**config.mk**
```make
export PLATFORM = sky130hd
export DESIGN_NAME = i2c_slave_regs
export DESIGN_NICKNAME = d
export VERILOG_FILES = /design/src/rtl/i2c_slave_regs.sv
export SDC_FILE = /design/constraint.sdc
export NUM_CORES = 1
export LEC_CHECK = 0
export BUFFER_PORTS_ARGS = -buffer_cell sky130_fd_sc_hd__buf_4
export CAP_MARGIN = 40
export CORE_MARGIN = 4
export CORE_UTILIZATION = 60
export DETAILED_ROUTE_END_ITERATION = 16
export GPL_TIMING_DRIVEN = 0
export PLACE_DENSITY = 0.77
export SETUP_SLACK_MARGIN = 0.15
export SLEW_MARGIN = 20
export SYNTH_ARGS = -nofsm -noshare
export SYNTH_HDL_FRONTEND = slang
export SYNTH_SLANG_ARGS = --single-unit
```
**constraint.sdc**
```tcl
create_clock -name clk_25 -period 6.5 [get_ports clk_25]
set_input_delay 0.65 -clock clk_25 [delete_from_list [all_inputs] [get_ports clk_25]]
set_output_delay 0.65 -clock clk_25 [all_outputs]
set_load 0.01 [all_outputs]
```
**src/rtl/i2c_slave_regs.sv**
```systemverilog
// i2c_slave_regs: oversampled I2C target with a 16 x 8 register file, byte pointer and auto-increment.
// SCL/SDA are synchronized and glitch-filtered on clk_25; every register write is mirrored on wr_stb.
module i2c_slave_regs #(
    parameter logic [6:0] SLV_ADDR = 7'h50,
    parameter int         FILT_LEN = 3
) (
    input  logic       clk_25,
    input  logic       reset,
    input  logic       scl_in,
    input  logic       sda_in,
    output logic       sda_out,
    output logic       wr_stb,
    output logic [3:0] wr_addr,
    output logic [7:0] wr_data,
    output logic       busy
);
    localparam int CW = (FILT_LEN < 2) ? 1 : $clog2(FILT_LEN);
    localparam logic [CW-1:0] CNT_MAX = CW'(FILT_LEN - 1);
    localparam logic [CW-1:0] CNT_ONE = CW'(1'b1);

    typedef enum logic [3:0] {
        IDLE     = 4'd0,
        RX_ADDR  = 4'd1,
        ACK_ADDR = 4'd2,
        RX_PTR   = 4'd3,
        ACK_PTR  = 4'd4,
        RX_DATA  = 4'd5,
        ACK_DATA = 4'd6,
        TX_DATA  = 4'd7,
        RX_MACK  = 4'd8,
        IGNORE   = 4'd9
    } state_t;

    // index 0 = SCL, index 1 = SDA
    logic [1:0]         sync1_r, sync2_r, filt_r, filt_d_r;
    logic [1:0][CW-1:0] cnt_r;

    logic       scl_rise_s, scl_fall_s, start_s, stop_s;
    logic       rx_state_s, byte_done_s, write_s;
    logic [7:0] rx_next_s, rd_byte_s;

    state_t     state_r, state_nxt;
    logic [2:0] bit_cnt_r, bit_cnt_nxt;
    logic [6:0] rx_byte_r, rx_byte_nxt;
    logic [7:0] tx_byte_r, tx_byte_nxt;
    logic [3:0] ptr_r, ptr_nxt;
    logic       phase_r, phase_nxt;
    logic       sda_out_r, sda_out_nxt;
    logic       busy_r, busy_nxt;
    logic       wr_stb_r, wr_stb_nxt;
    logic [3:0] wr_addr_r, wr_addr_nxt;
    logic [7:0] wr_data_r, wr_data_nxt;
    logic [7:0] regs_r [16];

    // Two-flop synchronizer followed by a run-length glitch filter on each line
    always_ff @(posedge clk_25 or posedge reset) begin
        if (reset) begin
            sync1_r  <= 2'b11;
            sync2_r  <= 2'b11;
            filt_r   <= 2'b11;
            filt_d_r <= 2'b11;
            cnt_r    <= '0;
        end else begin
            sync1_r  <= {sda_in, scl_in};
            sync2_r  <= sync1_r;
            filt_d_r <= filt_r;
            for (int i = 0; i < 2; i++) begin
                if (sync2_r[i] == filt_r[i]) begin
                    cnt_r[i] <= '0;
                end else if (cnt_r[i] == CNT_MAX) begin
                    filt_r[i] <= sync2_r[i];
                    cnt_r[i]  <= '0;
                end else begin
                    cnt_r[i] <= cnt_r[i] + CNT_ONE;
                end
            end
        end
    end

    assign scl_rise_s  = filt_r[0] & ~filt_d_r[0];
    assign scl_fall_s  = ~filt_r[0] & filt_d_r[0];
    assign start_s     = ~filt_r[1] & filt_d_r[1] & filt_r[0];
    assign stop_s      = filt_r[1] & ~filt_d_r[1] & filt_r[0];
    assign rx_next_s   = {rx_byte_r, filt_r[1]};
    assign rd_byte_s   = regs_r[ptr_r];
    assign rx_state_s  = (state_r == RX_ADDR) || (state_r == RX_PTR) || (state_r == RX_DATA);
    assign byte_done_s = scl_rise_s && rx_state_s && (bit_cnt_r == 3'd7);
    assign write_s     = byte_done_s && (state_r == RX_DATA);

    // Next-state and output logic; START/STOP override edge-driven moves but not a completing write
    always_comb begin
        state_nxt   = state_r;
        phase_nxt   = phase_r;
        tx_byte_nxt = tx_byte_r;
        sda_out_nxt = sda_out_r;
        busy_nxt    = busy_r;
        wr_stb_nxt  = write_s;

        if (scl_rise_s && (rx_state_s || (state_r == TX_DATA))) begin
            bit_cnt_nxt = bit_cnt_r + 3'd1;
        end else begin
            bit_cnt_nxt = bit_cnt_r;
        end

        if (scl_rise_s && rx_state_s) begin
            rx_byte_nxt = rx_next_s[6:0];
        end else begin
            rx_byte_nxt = rx_byte_r;
        end

        if (write_s) begin
            wr_addr_nxt = ptr_r;
            wr_data_nxt = rx_next_s;
            ptr_nxt     = ptr_r + 4'd1;
        end else begin
            wr_addr_nxt = wr_addr_r;
            wr_data_nxt = wr_data_r;
            ptr_nxt     = ptr_r;
        end

        if (start_s) begin
            state_nxt   = RX_ADDR;
            bit_cnt_nxt = 3'd0;
            sda_out_nxt = 1'b1;
            busy_nxt    = 1'b0;
            phase_nxt   = 1'b0;
        end else if (stop_s) begin
            state_nxt   = IDLE;
            sda_out_nxt = 1'b1;
            busy_nxt    = 1'b0;
            phase_nxt   = 1'b0;
        end else begin
            case (state_r)
                RX_ADDR: begin
                    if (byte_done_s && (rx_next_s[7:1] == SLV_ADDR)) begin
                        state_nxt = ACK_ADDR;
                        busy_nxt  = 1'b1;
                        phase_nxt = 1'b0;
                    end else if (byte_done_s) begin
                        state_nxt = IGNORE;
                    end else begin
                        state_nxt = RX_ADDR;
                    end
                end
                RX_PTR: begin
                    if (byte_done_s) begin
                        ptr_nxt   = rx_next_s[3:0];
                        state_nxt = ACK_PTR;
                        phase_nxt = 1'b0;
                    end else begin
                        state_nxt = RX_PTR;
                    end
                end
                RX_DATA: begin
                    if (byte_done_s) begin
                        state_nxt = ACK_DATA;
                        phase_nxt = 1'b0;
                    end else begin
                        state_nxt = RX_DATA;
                    end
                end
                // phase 0: waiting for the fall after bit 8; phase 1: ACK driven, waiting for the 9th fall
                ACK_ADDR, ACK_PTR, ACK_DATA: begin
                    if (!scl_fall_s) begin
                        state_nxt = state_r;
                    end else if (!phase_r) begin
                        sda_out_nxt = 1'b0;
                        phase_nxt   = 1'b1;
                    end else begin
                        phase_nxt   = 1'b0;
                        bit_cnt_nxt = 3'd0;
                        if ((state_r == ACK_ADDR) && rx_byte_r[0]) begin
                            state_nxt   = TX_DATA;
                            sda_out_nxt = rd_byte_s[7];
                            tx_byte_nxt = {rd_byte_s[6:0], 1'b1};
                        end else if (state_r == ACK_ADDR) begin
                            state_nxt   = RX_PTR;
                            sda_out_nxt = 1'b1;
                        end else begin
                            state_nxt   = RX_DATA;
                            sda_out_nxt = 1'b1;
                        end
                    end
                end
                TX_DATA: begin
                    if (scl_rise_s) begin
                        state_nxt = TX_DATA;
                    end else if (scl_fall_s && (bit_cnt_r == 3'd0)) begin
                        sda_out_nxt = 1'b1;
                        ptr_nxt     = ptr_r + 4'd1;
                        state_nxt   = RX_MACK;
                        phase_nxt   = 1'b0;
                    end else if (scl_fall_s) begin
                        sda_out_nxt = tx_byte_r[7];
                        tx_byte_nxt = {tx_byte_r[6:0], 1'b1};
                    end else begin
                        state_nxt = TX_DATA;
                    end
                end
                // phase 1 marks a master ACK seen; the next byte starts at the following fall
                RX_MACK: begin
                    if (scl_rise_s && filt_r[1]) begin
                        state_nxt   = IGNORE;
                        sda_out_nxt = 1'b1;
                    end else if (scl_rise_s) begin
                        phase_nxt = 1'b1;
                    end else if (scl_fall_s && phase_r) begin
                        state_nxt   = TX_DATA;
                        bit_cnt_nxt = 3'd0;
                        phase_nxt   = 1'b0;
                        sda_out_nxt = rd_byte_s[7];
                        tx_byte_nxt = {rd_byte_s[6:0], 1'b1};
                    end else begin
                        state_nxt = RX_MACK;
                    end
                end
                IDLE, IGNORE: begin
                    state_nxt = state_r;
                end
                default: begin
                    state_nxt   = IDLE;
                    sda_out_nxt = 1'b1;
                    busy_nxt    = 1'b0;
                end
            endcase
        end
    end

    // FSM, datapath and registered outputs
    always_ff @(posedge clk_25 or posedge reset) begin
        if (reset) begin
            state_r   <= IDLE;
            bit_cnt_r <= 3'd0;
            rx_byte_r <= 7'h00;
            tx_byte_r <= 8'hFF;
            ptr_r     <= 4'd0;
            phase_r   <= 1'b0;
            sda_out_r <= 1'b1;
            busy_r    <= 1'b0;
            wr_stb_r  <= 1'b0;
            wr_addr_r <= 4'd0;
            wr_data_r <= 8'h00;
        end else begin
            state_r   <= state_nxt;
            bit_cnt_r <= bit_cnt_nxt;
            rx_byte_r <= rx_byte_nxt;
            tx_byte_r <= tx_byte_nxt;
            ptr_r     <= ptr_nxt;
            phase_r   <= phase_nxt;
            sda_out_r <= sda_out_nxt;
            busy_r    <= busy_nxt;
            wr_stb_r  <= wr_stb_nxt;
            wr_addr_r <= wr_addr_nxt;
            wr_data_r <= wr_data_nxt;
        end
    end

    // Register file
    always_ff @(posedge clk_25 or posedge reset) begin
        if (reset) begin
            for (int i = 0; i < 16; i++) begin
                regs_r[i] <= 8'h00;
            end
        end else if (write_s) begin
            regs_r[ptr_r] <= rx_next_s;
        end
    end

    assign sda_out = sda_out_r;
    assign busy    = busy_r;
    assign wr_stb  = wr_stb_r;
    assign wr_addr = wr_addr_r;
    assign wr_data = wr_data_r;

endmodule

```
==> results.toml <==
[global_routing]
antenna_found_initial = 0
grt_pass1_vias = 6079
grt_usage_pct = 27.7
grt_max_degree = 99
grt-ovfl-total = 0
grt_pass1_wl_mm = 34.3

[run_status]
status = "finished clean"

[layout]
ff_latch_area_um2 = 4550
drive_above_1_share_pct = 37.4
nets = 719
antenna_cells = 0
stdcell_count = 901
final_cell_mix = "dfrtp_1, mux2_2, nand2_1"
multi_input_area_um2 = 3940
mostFrequentLayoutCell = "dfrtp_1"
nFillCells = 989
syn_to_final_growth_pct = 11.5

[synth]
syn_area_per_cell_um2 = 13.1
synth-edff-count = 0
synth_top_family_by_area = "multiplexers"
ys_top_cells_by_area = "dfrtp_1, mux2_2, mux4_2, dfstp_2, nand2_1"
yosys.area_share.simple_pct = 8.58
synth_xor_area_share_pct = 0.700
async_flop_share_pct = 100
synth_adder_area_share_pct = 1.00
synth_compound_area_share_pct = 5.22
yosys_warnings = 0
synthFlopType = "dfrtp_1"
ys_seq_elements = 181
ys_types = 60
yosysSeqAreaShare_pct = 52.0
syn_inst = 668
yosysTopAreaCell = "dfrtp_1"
synth_top_area_share_pct = 47.2
syn_area_um2 = 8750
synthMuxAreaShare_pct = 29.5
syn-num-nets = 679

[worst_setup_path]
regToRegStartpoint = "ptr_r[1]"
crit_type = "flop to flop"
worstSetupStartpointType = "flop"
crit_fanout = 10
crit_path_start = "ptr_r[1]"
required_ns = 6.82
cp.arrival_ns = 3.44
crit_path_end_kind = "flop"

[timing]
tightest_slew_ns = 0.782
setup_viol = 0
tns_ns = 0
fmax_mhz = 321
relSlewSlack_pct = 47.8
finalMaxSlewViolations = 0
hold_viol_final = 0
finalCriticalPeriod_ns = 3.11
fin_crit_sh_pct = 47.9
fin_skew_ns = 0.0105
rsz0062_at_grt = "false"

[clock_tree]
postCtsSetupBuffers = 0
postCtsResizedCells = 0
h-tree-depth = 4
cts_root_buffer = "clkbuf_16"
cts_sinks = 181
clkTransAtPathRegs_ns = 0.07
cts_hold_buffers = 0
cts_buffer_depth = 2
cts_buffers = 17
tritoncts = "done"
insertion_delay_ns = 0.44

[place]
io_buffers = 18
dp.cells = 869
globalplace.congestion = 0.924
place_hpwl_mm = 14.9

[floorplanning]
core_area_um2 = 14100
fp.dieW_um = 129
io_pins = 19
die_h_um = 129
rows = 43
start_util_pct = 62.1
dieArea_um2 = 16600

[drt]
ant_nets = 0
wirelength_mm = 21.7
via_per_inst = 6.46
drt-initial-drc-count = 476
firstDrtPassIters = 6
dr_total_vias = 5822
drc = 0
wl_per_cell_um = 24.1

[power]
power_frac_seq_pct = 48.1
p_sw_share_pct = 26.2
share_comb_of_total_power_pct = 9.3
vdd_ir_drop_max_v = 0.000262
p_switching_w = 0.000649
power.density_nw_per_um2 = 254
p_leak_nw = 4.64
internal_power_w = 0.00183
power.share.clock_pct = 42.6

[flow_run]
maxCapViolations = 0

[worst_hold_path]
min_path_type = "input pin to async pin"
[synth_stat cells (all sizes together) (2+ instances only)]
master   count
dfstp       16
o311ai       2
nand2       69
nor4bb       2
dfrtp      165
mux2       154
clkbuf      38
xor2         2
nand4        3
or2          2
o21ai       10
nand3b       4
nor2b        4
o22ai        3
a221o        3
nor3b        3
mux4        33
and3b        2
buf         13
o32a         3
nor2        15
o22a         2
a21oi       12
xnor2        5
a211o        3
inv         14
a211oi       4
or4          3
nand3       10
mux2i        9
a2bb2oi      2
a21o         2
nor3        12
nand2b       4
a221oi       2
and2         4
a22oi        6
ha           7
and3         5
[sequential cells by signal (all words and copies together), names as in the netlist, 2 cells and up]
name,count
regs_r,128
wr_data,8
rx_byte_r,7
tx_byte_r,7
cnt_r,4
ptr_r,4
state_r,4
wr_addr,4
bit_cnt_r,3
filt_d_r,2
filt_r,2
sync1_r,2
sync2_r,2
[logic make-up after synthesis]
| group | Yosys count |
|---|---|
| AOI/OAI and AO/OA | 63 |
| and+or+nand+nor | 149 |
| adders and majority gates | 7 |
| muxes | 196 |
| buffers and inverters | 65 |
| xor gates and xnor gates | 7 |
| DFF | 181 |
[stage by stage]
stage	hold slack (ns)	utilization, %	worst slack, ns	cell area (µm²)	total power, W
after floorplan	0.345	-	0.961	8750	0.00136
after global placement	0.347	64.7	-0.556	9110	0.00143
after detailed placement	0.350	65.0	3.44	9160	0.00144
after CTS	0.305	69.3	3.41	9760	0.00248
after global routing	0.303	69.3	3.26	9760	0.00256
final	0.289	69.3	3.39	9760	0.00248
[power groups by stage]
stage	clock network, W	logic, W	registers [W]
finish	0.00106	0.000232	0.00119
CTS	0.00106	0.000231	0.00119
global placement	0	0.000217	0.00121
global route	0.00111	0.000251	0.00120
detailed placement	0	0.000230	0.00121
floorplan	0	0.000151	0.00120
[cell type report]
| type | instances | area share, % |
|---|---|---|
| clock buffer | 21 | 4.72 |
| timing repair buffer | 21 | 1.82 |
| sequential | 181 | 46.6 |
| clock inverter | 11 | 1.42 |
| multi-input combinational | 422 | 40.4 |
| tap | 180 | 2.31 |
| inverter | 14 | 0.615 |
| buffer | 51 | 2.14 |
[metal layers]
layer | GRT usage [%] | vias to the layer above | part of all wire, %
li1 | - | 2520 | -
met1 | 35.4 | 3021 | 41
met2 | 45.5 | 219 | 50
met3 | 6.52 | 62 | 5.6
met4 | 12.3 | 0 | 3.8
met5 | 0 | - | 0
[worst max-delay path, stage by stage (launching register included)]
cell and delay (ns):
dfrtp_1 0.44, buf_6 0.21, clkbuf_1 0.62, buf_2 0.42
inv_1 0.15, ha_1 0.29, and3_1 0.20, clkbuf_1 0.29
mux2_2 0.36
[final timing paths]
| path | endpoint | slack, ns | cells past startpoint |
|---|---|---|---|
| min in group clk_25 | sync1_r[0] | 0.32 | 1 |
| worst max register to register | regs_r[59] | 3.39 | 8 |
| worst max-delay path | regs_r[59] | 3.39 | 8 |
| worst min-delay path | cnt_r[0] | 0.29 | 2 |
| worst min register to register | sync2_r[1] | 0.36 | 0 |
| max in group asynchronous | tx_byte_r[5] | 5.33 | 3 |
No activity file was read; power rests on OpenSTA's default activity.
